File: src/rtl/ps2_key_cmd_pkg.sv
// ps2_key_cmd_pkg: command codes, scan codes and key_data layout shared by ps2_key_cmd.
package ps2_key_cmd_pkg;
  localparam logic [2:0] CMD_UP      = 3'd0;
  localparam logic [2:0] CMD_DOWN    = 3'd1;
  localparam logic [2:0] CMD_LEFT    = 3'd2;
  localparam logic [2:0] CMD_RIGHT   = 3'd3;
  localparam logic [2:0] CMD_RESTART = 3'd4;
  localparam logic [2:0] CMD_NEXT    = 3'd5;
  localparam logic [7:0] SC_E_UP    = 8'h75;
  localparam logic [7:0] SC_E_DOWN  = 8'h72;
  localparam logic [7:0] SC_E_LEFT  = 8'h6B;
  localparam logic [7:0] SC_E_RIGHT = 8'h74;
  localparam logic [7:0] SC_W       = 8'h1D;
  localparam logic [7:0] SC_S       = 8'h1B;
  localparam logic [7:0] SC_A       = 8'h1C;
  localparam logic [7:0] SC_D       = 8'h23;
  localparam logic [7:0] SC_R       = 8'h2D;
  localparam logic [7:0] SC_ENTER   = 8'h5A;
  localparam int KEY_EXP_BIT = 9;
  localparam int KEY_BRK_BIT = 8;
  typedef struct packed {
    logic       hit;
    logic [2:0] cmd;
    logic       brk;
  } dec_t;
  function automatic dec_t key_decode(input logic [9:0] kd);
    dec_t r;
    r.brk = kd[KEY_BRK_BIT];
    r.hit = 1'b1;
    case ({kd[KEY_EXP_BIT], kd[7:0]})
      {1'b1, SC_E_UP},    {1'b0, SC_W}: r.cmd = CMD_UP;
      {1'b1, SC_E_DOWN},  {1'b0, SC_S}: r.cmd = CMD_DOWN;
      {1'b1, SC_E_LEFT},  {1'b0, SC_A}: r.cmd = CMD_LEFT;
      {1'b1, SC_E_RIGHT}, {1'b0, SC_D}: r.cmd = CMD_RIGHT;
      {1'b0, SC_R}:                     r.cmd = CMD_RESTART;
      {1'b0, SC_ENTER}:                 r.cmd = CMD_NEXT;
      default: begin
        r.hit = 1'b0;
        r.cmd = CMD_UP;
      end
    endcase
    return r;
  endfunction
endpackage

File: src/rtl/ps2_key_cmd_fifo.sv
// cmd_fifo: power-of-two FIFO; a push into a full FIFO is accepted only when a pop frees a slot.
module cmd_fifo #(
  parameter int DEPTH = 4,
  parameter int WIDTH = 3
) (
  input  logic             clk,
  input  logic             rst,
  input  logic             push,
  input  logic             pop,
  input  logic [WIDTH-1:0] din,
  output logic [WIDTH-1:0] dout,
  output logic             full,
  output logic             empty
);
  localparam int AW = $clog2(DEPTH);
  logic [WIDTH-1:0] mem_q [DEPTH];
  logic [WIDTH-1:0] mem_d [DEPTH];
  logic [AW-1:0] wr_q, wr_d, rd_q, rd_d;
  logic [AW:0] cnt_q, cnt_d;
  logic do_push, do_pop;
  assign full  = cnt_q == (AW+1)'(DEPTH);
  assign empty = cnt_q == '0;
  assign dout  = mem_q[rd_q];
  always_comb begin
    do_pop  = pop & ~empty;
    do_push = push & (~full | do_pop);
    mem_d   = mem_q;
    if (do_push) mem_d[wr_q] = din;
    wr_d  = wr_q + AW'(do_push);
    rd_d  = rd_q + AW'(do_pop);
    cnt_d = cnt_q + (AW+1)'(do_push) - (AW+1)'(do_pop);
  end
  always_ff @(posedge clk) begin
    if (rst) begin
      mem_q <= '{default: '0};
      wr_q  <= '0;
      rd_q  <= '0;
      cnt_q <= '0;
    end else begin
      mem_q <= mem_d;
      wr_q  <= wr_d;
      rd_q  <= rd_d;
      cnt_q <= cnt_d;
    end
  end
endmodule

File: src/rtl/ps2_key_cmd.sv
// ps2_key_cmd: PS/2 key events to queued PushBox commands with held tracking and typematic suppression.
// Define PS2_KEY_CMD_AUTOREPEAT_EN to add timed auto-repeat of direction commands.
module ps2_key_cmd
  import ps2_key_cmd_pkg::*;
#(
  parameter int FIFO_DEPTH    = 4,
  parameter int REPEAT_DELAY  = 25_000_000,
  parameter int REPEAT_PERIOD = 10_000_000
) (
  input  logic       clk,
  input  logic       rst,
  input  logic [9:0] key_data,
  input  logic       key_valid,
  output logic [2:0] cmd,
  output logic       cmd_valid,
  input  logic       cmd_ready,
  output logic [5:0] held,
  output logic       overflow
);
  dec_t dec_q, dec_d;
  logic [5:0] held_q, held_d;
  logic ovf_q, ovf_d;
  logic key_push, push, pop, full, empty;
  logic [2:0] push_cmd;
  assign cmd_valid = ~empty;
  assign pop       = ~empty & cmd_ready;
  assign held      = held_q;
  assign overflow  = ovf_q;
  always_comb begin
    dec_d    = key_valid ? key_decode(key_data) : '0;
    held_d   = held_q;
    key_push = 1'b0;
    if (dec_q.hit) begin
      if (dec_q.brk) held_d[dec_q.cmd] = 1'b0;
      else if (!held_q[dec_q.cmd]) begin
        held_d[dec_q.cmd] = 1'b1;
        key_push          = 1'b1;
      end
    end
    ovf_d = ovf_q | (push & full & ~pop);
  end
  always_ff @(posedge clk) begin
    if (rst) begin
      dec_q  <= '0;
      held_q <= '0;
      ovf_q  <= 1'b0;
    end else begin
      dec_q  <= dec_d;
      held_q <= held_d;
      ovf_q  <= ovf_d;
    end
  end
`ifdef PS2_KEY_CMD_AUTOREPEAT_EN
  localparam int RMAX = REPEAT_DELAY > REPEAT_PERIOD ? REPEAT_DELAY : REPEAT_PERIOD;
  localparam int RW   = RMAX > 1 ? $clog2(RMAX) : 1;
  typedef enum logic [1:0] {RPT_IDLE, RPT_DELAY, RPT_REPEAT} rpt_t;
  rpt_t rpt_q, rpt_d;
  logic [RW-1:0] rcnt_q, rcnt_d;
  logic [1:0] rcmd_q, rcmd_d;
  logic rep_push;
  always_comb begin
    rpt_d    = rpt_q;
    rcnt_d   = rcnt_q;
    rcmd_d   = rcmd_q;
    rep_push = 1'b0;
    if (key_push && !dec_q.cmd[2]) begin
      rpt_d  = RPT_DELAY;
      rcnt_d = RW'(REPEAT_DELAY - 1);
      rcmd_d = dec_q.cmd[1:0];
    end else if (rpt_q != RPT_IDLE && dec_q.hit && dec_q.brk && dec_q.cmd == {1'b0, rcmd_q}) begin
      rpt_d = RPT_IDLE;
    end else if (rpt_q != RPT_IDLE) begin
      // a same-cycle key push takes the FIFO slot; this repeat tick is skipped
      if (rcnt_q == '0) begin
        rep_push = ~key_push;
        rpt_d    = RPT_REPEAT;
        rcnt_d   = RW'(REPEAT_PERIOD - 1);
      end else rcnt_d = rcnt_q - RW'(1);
    end
  end
  always_ff @(posedge clk) begin
    if (rst) begin
      rpt_q  <= RPT_IDLE;
      rcnt_q <= '0;
      rcmd_q <= '0;
    end else begin
      rpt_q  <= rpt_d;
      rcnt_q <= rcnt_d;
      rcmd_q <= rcmd_d;
    end
  end
  assign push     = key_push | rep_push;
  assign push_cmd = key_push ? dec_q.cmd : {1'b0, rcmd_q};
`else
  assign push     = key_push;
  assign push_cmd = dec_q.cmd;
`endif
  cmd_fifo #(.DEPTH(FIFO_DEPTH), .WIDTH(3)) u_fifo (
    .clk  (clk),
    .rst  (rst),
    .push (push),
    .pop  (pop),
    .din  (push_cmd),
    .dout (cmd),
    .full (full),
    .empty(empty)
  );
endmodule

File: config.mk
export PLATFORM = sky130hd
export DESIGN_NAME = ps2_key_cmd
export DESIGN_NICKNAME = d
export VERILOG_FILES = /design/src/rtl/ps2_key_cmd_pkg.sv /design/src/rtl/ps2_key_cmd_fifo.sv /design/src/rtl/ps2_key_cmd.sv
export SDC_FILE = /design/constraint.sdc
export NUM_CORES = 1
export LEC_CHECK = 0
export ABC_CLOCK_PERIOD_IN_PS = 2800
export CAP_MARGIN = 20
export CORE_MARGIN = 5
export CORE_UTILIZATION = 52
export DETAILED_ROUTE_END_ITERATION = 10
export PLACE_DENSITY = 0.85
export RECOVER_POWER = 50
export SLEW_MARGIN = 40
export SYNTH_ARGS = -nofsm -noshare
export SYNTH_HDL_FRONTEND = slang
export SYNTH_SLANG_ARGS = --single-unit
File: constraint.sdc
create_clock -name clk -period 2.8 [get_ports clk]
set_clock_uncertainty 0.05 [all_clocks]
set_input_delay 0.28 -clock clk [delete_from_list [all_inputs] [get_ports clk]]
set_output_delay 0.28 -clock clk [all_outputs]
set_load 0.02 [all_outputs]
# Word-level counts from Yosys, hierarchy flattened

Cells that the tools add are included.
W data, S select, Z words.

Bits in registers: 31
Output and inout port bits: 11
Word-level logic and storage cells: 75

Add/subtract/negate cells: 4
Magnitude comparators: 5
Equality and inequality tests: 12
Multiplexer cells: 17
Bitwise operators: 16
Reduce and logical (&&, ||, !) cells: 9

Operators with widths:

| kind                 | count |
|---|---|
| $eq A9 B9 Y1 const B | 4 |
| $eq A9 B5 Y1 const B | 3 |
| $eq A9 B6 Y1 const B | 2 |
| $pmux W3 S5          | 1 |
| $bwmux W12           | 1 |
| $mux W6              | 2 |
| $reduce_or A10 Y1    | 1 |
| $eq A9 B7 Y1 const B | 1 |
| $mux W3              | 3 |
| $reduce_or A2 Y1     | 4 |
| $and A6 B6 Y6        | 1 |
| $bmux W3 S2          | 1 |
| $demux W3 S2         | 1 |
| $ge A3 B3 Y1 const B | 2 |
| $mux W1              | 6 |
| $not A2 Y3           | 2 |
| $not A6 Y6           | 1 |
| $or A6 B6 Y6         | 1 |
| $and A1 B1 Y1        | 5 |
| $add A2 B1 Y2        | 2 |
| $lt A3 B4 Y1 const B | 1 |
| $not A1 Y1           | 4 |
| $add A3 B1 Y3        | 1 |
| $bmux W1 S3          | 1 |
| other kinds (10)     | 12 |

# Depth between registers and ports, before layout

Gate-level depths: netlist (run 1).

Depth after elaboration: 8
Gate-level depth with buffers: 11
Depth with buffers taken out: 9

# Modules after synthesis

Synthesis (run 1) repeated with hierarchy kept, for this count alone.

Cell total of the unflattened synthesis: 164
Area, all modules: 1,580.3 um2

Modules (own cells, without submodules):

| module      | times used | cells each | area an instance (um2) |
|---|---|---|---|
| cmd_fifo    | 1          | 82         | 900.9 |
| ps2_key_cmd | 1          | 82         | 679.4 |

# Least setup slack after synthesis (run 1)

No wires, ideal clock.

Kind: register to register
From: register dec_q, in the netlist push_cmd[0]
To: register u_fifo.cnt_q[2]
Data arrival time: 2.330 ns
Data required time: 2.622 ns
Setup slack: 0.293 ns
Stages on the path, launching flop included: 12
Cell sequence: dfxtp_1 -> buf_6 -> mux2_4 -> a222oi_1 -> buf_4 -> and2b_4 -> nor2b_1 -> ha_1 -> inv_1 -> fa_1 -> xnor2_1 -> nor2_1

Longest elaborated chain between the ends: 8

Ends and longest elaborated chain:

| what                          | line                   | RTL |
|---|---|---|
| start: declaration            | ps2_key_cmd.sv:20      | `dec_t dec_q, dec_d;` |
| start signal: assignment      | ps2_key_cmd.sv:44      | `dec_q <= '0;` |
| start signal: assignment      | ps2_key_cmd.sv:48      | `dec_q <= dec_d;` |
| $bmux W1 S3                   | ps2_key_cmd.sv:35      | `else if (!held_q[dec_q.cmd]) begin` |
| $mux W1 (not written as such) | ps2_key_cmd.sv:35      |  |
| $mux W1                       | ps2_key_cmd.sv:35      |  |
| $mux W1                       | ps2_key_cmd.sv:34      | `if (dec_q.brk) held_d[dec_q.cmd] = 1'b0;` |
| $mux W1                       | ps2_key_cmd.sv:33      | `if (dec_q.hit) begin` |
| $and A1 B1 Y1                 | ps2_key_cmd_fifo.sv:26 | `do_push = push & (~full \| do_pop);` |
| $add A3 B1 Y3                 | ps2_key_cmd_fifo.sv:31 | `cnt_d = cnt_q + (AW+1)'(do_push) - (AW+1)'(do_pop);` |
| $sub A3 B1 Y3                 | ps2_key_cmd_fifo.sv:31 |  |
| end signal: assignment        | ps2_key_cmd_fifo.sv:43 | `cnt_q <= cnt_d;` |
| end: declaration              | ps2_key_cmd_fifo.sv:19 | `logic [AW:0] cnt_q, cnt_d;` |

Every way passes these cells. The select of a mux whose other input is x is not followed.
A chain may end at the register's enable or synchronous reset.

# Final worst setup path (run 1)

Same ends and word-level chain as after synthesis.

==> summary.md, run 1 <==
| Metric | Value |
|---|---|
| Startpoint types | register |
| Sw frac | 26.4% |
| #FFs+latches synth | 31 |
| Clock sink count | 31 |
| Final net count | 224 |
| Setup ws final | 236 ps |
| Critical path required time | 2960 ps |
| Ys async rst share | 0% |
| Reg clk slew, reported paths | 90 ps |
| CP endpoint kind | register |
| Placed Cells incl. Taps | 231 |
| TritonRoute pass-1 iters | 5 |
| Total track usage | 19.4% |
| Cell family with most CP delay | adder cells |
| ANT cells | 0 |
| Commonest cells after routing, fill and taps aside | dfxtp_1, nand2_1, clkdlybuf4s50_1 |
| Prevailing post-synth register cell | dfxtp_1 |
| Area Overhead vs Synth | 21.5% |
| Maximum clock rate | 390 MHz |
| Hpwl dp | 2.69 mm |
| Sequential share of power | 48.2% |
| P per Cell Area | 545 nW/µm² |
| P_sw | 0.000274 W |
| H-tree level count | 2 |
| First-pass GRT wire length | 6.34 mm |
| Syn Inst Count | 177 |
| Die height | 64.9 µm |
| Io pins | 25 |
| Synth Warn # | 0 |
| Comb power frac | 20.3% |
| Ratio of cells with drive above 1 in the final layout | 9.27% |
| Vias in the first global route | 1,441 |
| Slew Limit Fails | 0 |
| Total CTS buffers | 5 |
| CP max-delay cell | dfxtp_1 |
| CTS tree | yes |
| RePlAce Congestion | 1.05 |
| Status | completed |
| Crit path DAT | 2720 ps |
| CP Max Fanout | 4 |
| Static Leak | 0.696 nW |
| Cell Chain, Critical Path | mux2_2 -> a222oi_1 -> and2b_4 -> nor2b_1 -> ha_1 -> inv_1 -> fa_1 -> xnor2_1 -> nor2_1 |
| Hold Crit Class | register to register |
| CP bufs+invs | 1 |
| Port Buffer Count | 24 |
| RSZ-0062 raised after global routing | no |
| Number of synthesized flops with an enable pin | 0 |
| DR vias | 1,420 |
| # rows | 20 |
| Largest net degree at the start of global routing | 18 |
| Worst skew pair latency | 330 ps |
| Minimum clock period | 2560 ps |
| Post-Syn Area | 1570 µm² |
| Peak supply drop | 0.367 mV |
| Max incr delay on CP | 420 ps |
| Power Internal | 0.000765 W |
| Avg WL per Cell | 15.3 µm |
| Initial antenna violation count | 0 |
| Most common cell after layout, fill and taps aside | dfxtp_1 |
| First DRT Iteration DRCs | 116 |
| Final hold vios | 0 |
| Clock Power Share | 31.5% |
| GRT Residual Overflow | 0 |
| Cts repair resizes | 0 |
| Pre-CTS setup slack | 239 ps |
| Final setup viols | 0 |
| Clock Tree Buf Depth | 2 |
| WS Path Type | register to register |
| Final Non-Filler Cells | 238 |
| Syn_nets | 196 |
| Die width | 64.9 µm |
| DRC viols | 0 |
| Final ANT Viol Nets | 0 |
| Syn_area_per_cell | 8.86 µm² |
| Total wire length | 3.64 mm |
| Postcts setup bufs | 0 |
| Via density | 5.97 |
| Initial Util | 52.6% |
| Hold_buf cts | 0 |
| Slew margin rel. | 44.9% |
| Seq/Total Area, Yosys | 39.6% |
| Core area | 2980 µm² |
| Worst-Margin Slew | 816 ps |
| Final period utilization | 91.6% |
| Clock Tree Root | clkbuf_4 |
| DIE AREA | 4210 µm² |
| MaxCap Viol Count | 0 |
| Setup tns final | 0 ps |
| Distinct cells, synth | 43 |
-- Yosys cell counts, types with 2 or more instances --
master	n	share of area, %
dfxtp_1	31	40
nand2_1	23	5.5
a21oi_1	13	4.1
nand3_1	13	4.1
nor2_1	13	3.1
nor2b_1	9	3.6
inv_1	6	1.4
o21ai_1	6	1.9
o311ai_1	6	3.4
nand2b_1	5	2.0
ha_1	4	3.2
a31oi_1	3	1.2
clkbuf_1	3	0.72
mux4_2	3	4.3
nor4b_1	3	1.7
xnor2_1	3	1.7
xor2_1	3	1.7
buf_4	2	0.96
mux2_2	2	1.4
nand4_1	2	0.80
or4_1	2	0.96
-- cells by family (layout without fill, tap and decap cells) --
| kind of cell | count (synthesis) | after routing | synth area share [%] |
|---|---|---|---|
| AND/OR/NAND/NOR | 83 | 83 | 28.4 |
| AO/OA/AOI/OAI | 33 | 33 | 13.4 |
| flip-flops | 31 | 31 | 39.6 |
| buffers and inverters | 13 | 41 | 4.07 |
| XOR/XNOR | 6 | 6 | 3.35 |
| multiplexers | 6 | 6 | 6.70 |
| adder cells (fa/ha/maj) | 5 | 5 | 4.47 |
-- final timing paths --
check             slack (ps)               to  depth (start not counted)             from
hold / removal           410  u_fifo.mem_q[5]                          2  u_fifo.mem_q[5]
setup reg to reg         240  u_fifo.cnt_q[2]                          9      push_cmd[0]
hold reg to reg          410  u_fifo.mem_q[5]                          2  u_fifo.mem_q[5]
setup / recovery         240  u_fifo.cnt_q[2]                          9      push_cmd[0]
-- through the flow --
stage / hold slack, ps / total power, W / util, % / area [µm²]
CTS: 411 / 0.00106 / 64.1 / 1910
global route: 441 / 0.00110 / 64.0 / 1910
finish: 409 / 0.00104 / 64.0 / 1910
detailed placement: 397 / 0.000727 / 61.7 / 1840
floorplan: 383 / 0.000645 / - / 1570
global placement: 396 / 0.000716 / 61.7 / 1840
-- metal layers --
layer | global-route usage (%) | routed length [µm] | share of wire, %
met5 | 0 | 0 | 0
met4 | 9.76 | 98 | 2.7
met3 | 3.99 | 217 | 6.0
met2 | 33.7 | 1800 | 50
met1 | 22.3 | 1520 | 42
-- power by group through the flow --
stage               clock (W)  sequential, W  combinational (W)
floorplan                   0       0.000504           0.000141
global placement            0       0.000510           0.000206
detailed placement          0       0.000511           0.000216
CTS                  0.000336       0.000502           0.000218
global route         0.000355       0.000508           0.000238
finish               0.000327       0.000501           0.000211
-- worst reg2reg max path: cells and delay by family (launching register included) --
family	cells	cell delay (ps)
multiplexers	1	350
flip-flops	1	420
adder cells (fa/ha/maj)	2	530
XOR/XNOR	1	160
AND/OR/NAND/NOR	3	490
buffers and inverters	1	40
AO/OA/AOI/OAI	1	400
-- final cells by class --
type / count / area (µm²)
Fill cell: 246 / 1070
Multi-Input combinational cell: 133 / 883
Sequential cell: 31 / 621
Timing Repair Buffer: 28 / 267
Clock buffer: 6 / 41.3
Tap cell: 33 / 41.3
Clock inverter: 1 / 30.0
Inverter: 6 / 22.5
No activity file was read; power rests on OpenSTA's default activity.
==> inputs of run 2 (changes only) <==
ABC_CLOCK_PERIOD_IN_PS = 3150   (was 2800)
CORE_UTILIZATION = 56   (was 52)
PLACE_DENSITY = 0.9   (was 0.85)
SKIP_LAST_GASP = 1   (was default)
clock period = 3.15 ns   (was 2.8 ns; I/O delays follow)
==> run 2 against run 1 <==
- sequential cell count is the same
- core utilization grew 4.7 points
- first-iteration DRC count shrank 30%
- final cell count shrank 1.7%
- die area shrank 6.1%
- design area shrank 2.3%
- non-clock buffer count shrank 1
- clock power shrank 35%
- critical endpoint unchanged
==> summary.md, run 2 (synthesis results as in run 1) <==
| Metric | Value |
|---|---|
| Status | completed (unchanged) |
| Hpwl dp | 2.82 mm (was 2.69 mm) |
| Commonest cells after routing, fill and taps aside | dfxtp_1, nand2_1, clkdlybuf4s50_1 (unchanged) |
| Worst skew pair latency | 340 ps (was 330 ps) |
| P_sw | 0.000249 W (was 0.000274 W) |
| Via density | 6.25 (was 5.97) |
| Sw frac | 29.5% (was 26.4%) |
| Final ANT Viol Nets | 0 (unchanged) |
| Worst reg-to-reg setup slack | 330 ps (was 240 ps) |
| CP Max Fanout | 11 (was 4) |
| First DRT Iteration DRCs | 81 (was 116) |
| Wl on met1 | 1.55 mm (was 1.52 mm) |
| TritonRoute pass-1 iters | 6 (was 5) |
| DR vias | 1,463 (was 1,420) |
| Clock Tree Root | clkbuf_4 (unchanged) |
| Final Non-Filler Cells | 234 (was 238) |
| Initial Util | 57.8% (was 52.6%) |
| Max incr delay on CP | 580 ps (was 420 ps) |
| Slew margin rel. | 38.9% (was 44.9%) |
| Final net count | 223 (was 224) |
| Reg clk slew, reported paths | 100 ps (was 90 ps) |
| GRT Residual Overflow | 0 (unchanged) |
| Uppermost layer routed | met4 (unchanged) |
| DR WL met3 | 284 µm (was 217 µm) |
| RSZ-0062 raised after global routing | no (unchanged) |
| Sequential share of power | 52.8% (was 48.2%) |
| First-pass GRT wire length | 6.49 mm (was 6.34 mm) |
| Hold Crit Class | register to register (unchanged) |
| MaxCap Viol Count | 0 (unchanged) |
| Setup tns final | 0 ps (unchanged) |
| Final setup viols | 0 (unchanged) |
| Clock Tree Buf Depth | 2 (unchanged) |
| Crit path DAT | 2960 ps (was 2720 ps) |
| Comb power frac | 22.3% (was 20.3%) |
| Cell family with most CP delay | flip-flops (was adder cells) |
| CP bufs+invs | 1 (unchanged) |
| Avg WL per Cell | 16.2 µm (was 15.3 µm) |
| Cell Chain, Critical Path | mux2_2 -> a222oi_1 -> and2b_4 -> nor2b_1 -> ha_1 -> inv_1 -> fa_1 -> xnor2_1 -> nor2_1 (unchanged) |
| Minimum clock period | 2820 ps (was 2560 ps) |
| Clock sink count | 31 (unchanged) |
| Met2 Wirelength | 1.88 mm (was 1.80 mm) |
| RePlAce Congestion | 1.03 (was 1.05) |
| Area Overhead vs Synth | 18.8% (was 21.5%) |
| Crit path depth | 9 (unchanged) |
| Clock Power Share | 24.9% (was 31.5%) |
| Maximum clock rate | 354 MHz (was 390 MHz) |
| Peak supply drop | 0.447 mV (was 0.367 mV) |
| Worst-Margin Slew | 916 ps (was 816 ps) |
| Final period utilization | 89.7% (was 91.6%) |
| Slew Limit Fails | 0 (unchanged) |
| Initial antenna violation count | 0 (unchanged) |
| Largest net degree at the start of global routing | 23 (was 18) |
| Final hold vios | 0 (unchanged) |
| Vias in the first global route | 1,437 (was 1,441) |
| Hold path cells | 2 (unchanged) |
| Cts repair resizes | 0 (unchanged) |
| # rows | 19 (was 20) |
| CP endpoint kind | register (unchanged) |
| Most common cell after layout, fill and taps aside | dfxtp_1 (unchanged) |
| Power Internal | 0.000596 W (was 0.000765 W) |
| Core area | 2710 µm² (was 2980 µm²) |
| P per Cell Area | 454 nW/µm² (was 545 nW/µm²) |
| WS Path Type | register to register (unchanged) |
| Critical path required time | 3290 ps (was 2960 ps) |
| Startpoint types | register (unchanged) |
| Total CTS buffers | 5 (unchanged) |
| Reg2reg path depth | 9 (unchanged) |
| CP max-delay cell | dfxtp_1 (unchanged) |
| Die width | 62.9 µm (was 64.9 µm) |
| Die height | 62.9 µm (was 64.9 µm) |
| ANT cells | 0 (unchanged) |
| Placed Cells incl. Taps | 228 (was 231) |
| Ratio of cells with drive above 1 in the final layout | 7.88% (was 9.27%) |
| Hold_buf cts | 0 (unchanged) |
| DRC viols | 0 (unchanged) |
| Static Leak | 0.672 nW (was 0.696 nW) |
| H-tree level count | 2 (unchanged) |
| Total track usage | 20.2% (was 19.4%) |
| Total wire length | 3.79 mm (was 3.64 mm) |
| CTS tree | yes (unchanged) |
| Port Buffer Count | 24 (unchanged) |
| Io pins | 25 (unchanged) |
| DIE AREA | 3960 µm² (was 4210 µm²) |
| Postcts setup bufs | 0 (unchanged) |
## run 2: cell count changes in the layout (fill, tap and decap cells not counted)
cell / previous run / this run
clkbuf_1: 2 / 3
clkdlybuf4s50_1: 14 / 15
buf_4: 3 / 1
dlygate4sd3_1: 10 / 9
bufinv_16: 1 / 0
## run 2: area by class of cell
type | count | area, µm²
multi-input cells | 133 | 883
fillers | 216 | 848
flip-flops and latches | 31 | 621
repair buffers | 27 | 255
clock buffers | 6 | 41.3
well taps | 31 | 38.8
inverters | 6 | 22.5
## run 2: worst register-to-register path: cells and delay by family (launching register included)
kind / cells / cell delay [ps]
xor+xnor: 1 / 160
fa+ha+maj: 2 / 540
flops: 1 / 580
compound gates: 1 / 430
buf+inv: 1 / 50
simple gates: 3 / 490
mux: 1 / 380
## run 2: power groups by stage
stage	Sequential (W)	Clock, W	Combinational, W
final	0.000446	0.000211	0.000188
after global routing	0.000452	0.000229	0.000211
after CTS	0.000448	0.000207	0.000195
after detailed placement	0.000457	0	0.000194
after global placement	0.000454	0	0.000179
after floorplan	0.000448	0	0.000125
## run 2: path summary, 6_finish.rpt
kind,from,endpoint
worst max-delay path,push_cmd[0],u_fifo.cnt_q[2]
worst min-delay path,u_fifo.mem_q[10],u_fifo.mem_q[10]
worst max register to register,push_cmd[0],u_fifo.cnt_q[2]
worst min register to register,u_fifo.mem_q[10],u_fifo.mem_q[10]
## run 2: routing by layer
metal  vias up  GRT usage (%)
met5         -              0
met4         0           10.9
met3        16           6.12
met2        84           32.3
met1       671           24.1
li1        692              -
## run 2: per-stage QoR
stage	power (W)	hold slack, ps	worst slack, ps	cell area, µm²	util, %
4_1_cts	0.000850	411	379	1870	69.0
5_1_grt	0.000892	437	185	1860	68.7
3_5_place_dp	0.000651	399	405	1830	67.5
3_3_place_gp	0.000634	393	518	1830	67.5
2_1_floorplan	0.000574	383	643	1570	-
6_report	0.000845	414	326	1860	68.7
==> patch, RTL diff (config.mk and constraints of run 1) <==
The option `PS2_KEY_CMD_AUTOREPEAT_EN` is turned on by a define.
--- a/src/rtl/ps2_key_cmd.sv
+++ b/src/rtl/ps2_key_cmd.sv
@@ -2,2 +2,4 @@
 // Define PS2_KEY_CMD_AUTOREPEAT_EN to add timed auto-repeat of direction commands.
+`define PS2_KEY_CMD_AUTOREPEAT_EN
+
 module ps2_key_cmd
Check against the original RTL: no difference found for any inputs over 10 cycles, from zero or initial values and one cycle with rst high; that may be too few to reach the edited logic, so the function may still have changed.
==> patch against run 1 <==
Total power rose by 130%; routed wire length is 75% higher; critical path depth rose by 1; sequential power grew 100%; area after synthesis up 92%; sequential cell count grew 29; global-route usage is 1.4 points lower; setup slack got worse by 0.13 ns; fmax down 4.7%; final area increased by 87%.
==> patch: results (changes against run 1) <==
run status=complete, no violations (unchanged); clock slew at reported path FFs=0.06 ns (was 0.09 ns); Setup TNS Final=0 ns (unchanged); minimum clock period=2.69 ns (was 2.56 ns); HPWL after DPL=4620 um (was 2690 um); area grow syn2layout=18.2% (was 21.5%); fraction of registers with async set/reset=0 (unchanged); synth cell count leaders=dfxtp_1 (60), nor2_1 (33), a21oi_1 (26) (was dfxtp_1 (31), nand2_1 (23), a21oi_1 (13), nand3_1 (13), nor2_1 (13)); reg2reg path depth=10 (was 9); H-tree Lvls=3 (was 2); Area contributors post-synth=dfxtp_1 (40%), a21oi_1 (4.3%), nor2_1 (4.1%) (was dfxtp_1 (40%), nand2_1 (5.5%), mux4_2 (4.3%)); biggest regs=rcnt_q (25), u_fifo.mem_q (12), dec_q (5); clk_lat worst skew=0.34 ns; GR Util All Layers=0.180 (was 0.194); Via density=5.82 (was 5.97); total CTS buffers=9 (was 5); CP Max Fanout=6 (was 4); CTS Root Cell=clkbuf_8 (was clkbuf_4); Crit-path slowest cell=or4_4 (was dfxtp_1); Syn Nets=354 (was 196); first-pass GRT wire length=10800 um (was 6340 um); Post-DRT Antenna Nets=0 (unchanged); Yosys cell types=49 (was 43); initial antenna violation count=0 (unchanged); GPL Wtd Cong=0.879 (was 1.05); Clock Tree Buf Depth=2 (unchanged); reg2reg start=rcnt_q[7] (was push_cmd[0]); share of cells above drive strength 1=0.120 (was 0.0927); delay-heaviest family, CP=simple AND/OR/NAND/NOR gates (was adder cells); initial drt markers=103 (was 116); Leak=1.38 nW (was 0.696 nW); nets@finish=391 (was 224); Slew Limit Headroom=0.475 (was 0.449); Ys Warns=0 (unchanged); pin count of the biggest net entering global routing=25 (was 18); Max VDD drop=0.383 mV (was 0.367 mV); pre-CTS setup slack=0.0609 ns (was 0.239 ns); Int Power=1.61 mW (was 0.765 mW); post-synthesis sequential area ratio=0.399 (was 0.396); top_reg_cell synth=dfxtp_1 (unchanged); min-delay src=overflow (was u_fifo.mem_q[5]); I/O Buffers=24 (unchanged); Hold WC Path Type=reg2reg (unchanged); n_diodes=0 (unchanged); crit path DAT=2.87 ns (was 2.72 ns); CP peak stage delay=0.58 ns (was 0.42 ns); WHS Path Cells=2 (unchanged); R2R Path End=u_fifo.cnt_q[2] (unchanged); Worst Hold Endpoint=overflow (was u_fifo.mem_q[5]); Routed WL=6370 um (was 3640 um); vias in the first global route=2434 (was 1441); Pre-antenna DRT Iters=4 (was 5); reg2reg setup slack=0.11 ns (was 0.24 ns); CTS tree=built (unchanged)
## patch: cell count changes after synthesis, sizes merged, moves of 7 or more
cell,change
a21oi,+14
nor4,+11
dfxtp,+29
mux2,+7
nor2b,+8
mux2i,+11
nor2,+19
nor3,+16
xnor2,+7
nand2b,+7
nand2,-7
## patch: how the worst max path moves through the flow
| stage | startpoint | endpoint | depth (start not counted) | slack (ns) |
|---|---|---|---|---|
| 5_1_grt | rcnt_q[7] | u_fifo.cnt_q[2] | 10 | -0.05 |
| 4_1_cts | rcnt_q[2] | u_fifo.cnt_q[2] | 10 | 0.04 |
| 6_report | rcnt_q[7] | u_fifo.cnt_q[2] | 10 | 0.11 |
| 3_3_place_gp | rcnt_q[2] | u_fifo.cnt_q[2] | 10 | 0.16 |
| 2_1_floorplan | rcnt_q[2] | u_fifo.cnt_q[2] | 10 | 0.13 |
| 3_5_place_dp | rcnt_q[2] | u_fifo.cnt_q[2] | 10 | 0.06 |
## patch: tightest hold or removal path, delay by kind of cell, from the launching register on
family,cells,cell delay (ns)
compound gates,1,0.05
buf+inv,1,0.05
flops,1,0.31
## patch: cell type report
type	instances	area, um2
repair buffers	36	323
inverters	11	41.3
clock inverters	2	10.0
fillers	482	2020
flip-flops and latches	60	1200
clock buffers	13	159
multi-input cells	253	1730
well taps	72	90.1
## patch: kinds of logic after synthesis
logic type | share of synthesized area
and+or+nand+nor | 0.276
xor gates and xnor gates | 0.0466
AOI/OAI and AO/OA | 0.128
DFF | 0.399
buffers and inverters | 0.0266
adders and majority gates | 0.0275
muxes | 0.0965
## patch: power by group through the flow
stage               registers [mW]  clock network, mW  logic (mW)
floorplan                    0.998                  0       0.486
global placement              1.01                  0       0.656
detailed placement            1.02                  0       0.676
CTS                           1.00              0.699       0.680
global route                  1.01              0.742       0.792
finish                        1.00              0.687       0.699
## patch: per-stage QoR
step / instance area (um2) / std cells / hold WS, ns
finish: 3550 / 447 / 0.402
global route: 3550 / 447 / 0.424
CTS: 3540 / 444 / 0.405
detailed placement: 3370 / 429 / 0.396
global placement: 3370 / 429 / 0.389
floorplan: 3010 / 334 / 0.342
## patch: metal layers
layer | up-vias | wire [um] | global-route usage
met5 | - | 0 | 0
met4 | 0 | 70 | 0.0460
met3 | 6 | 318 | 0.0576
met2 | 68 | 3140 | 0.310
met1 | 1234 | 2840 | 0.216
li1 | 1292 | - | -
## patch: what timing repair did
item / CTS / global route
setup endpoints to repair: 0 / 1
buffers inserted: 0 / 3
gates resized for setup: 0 / 1
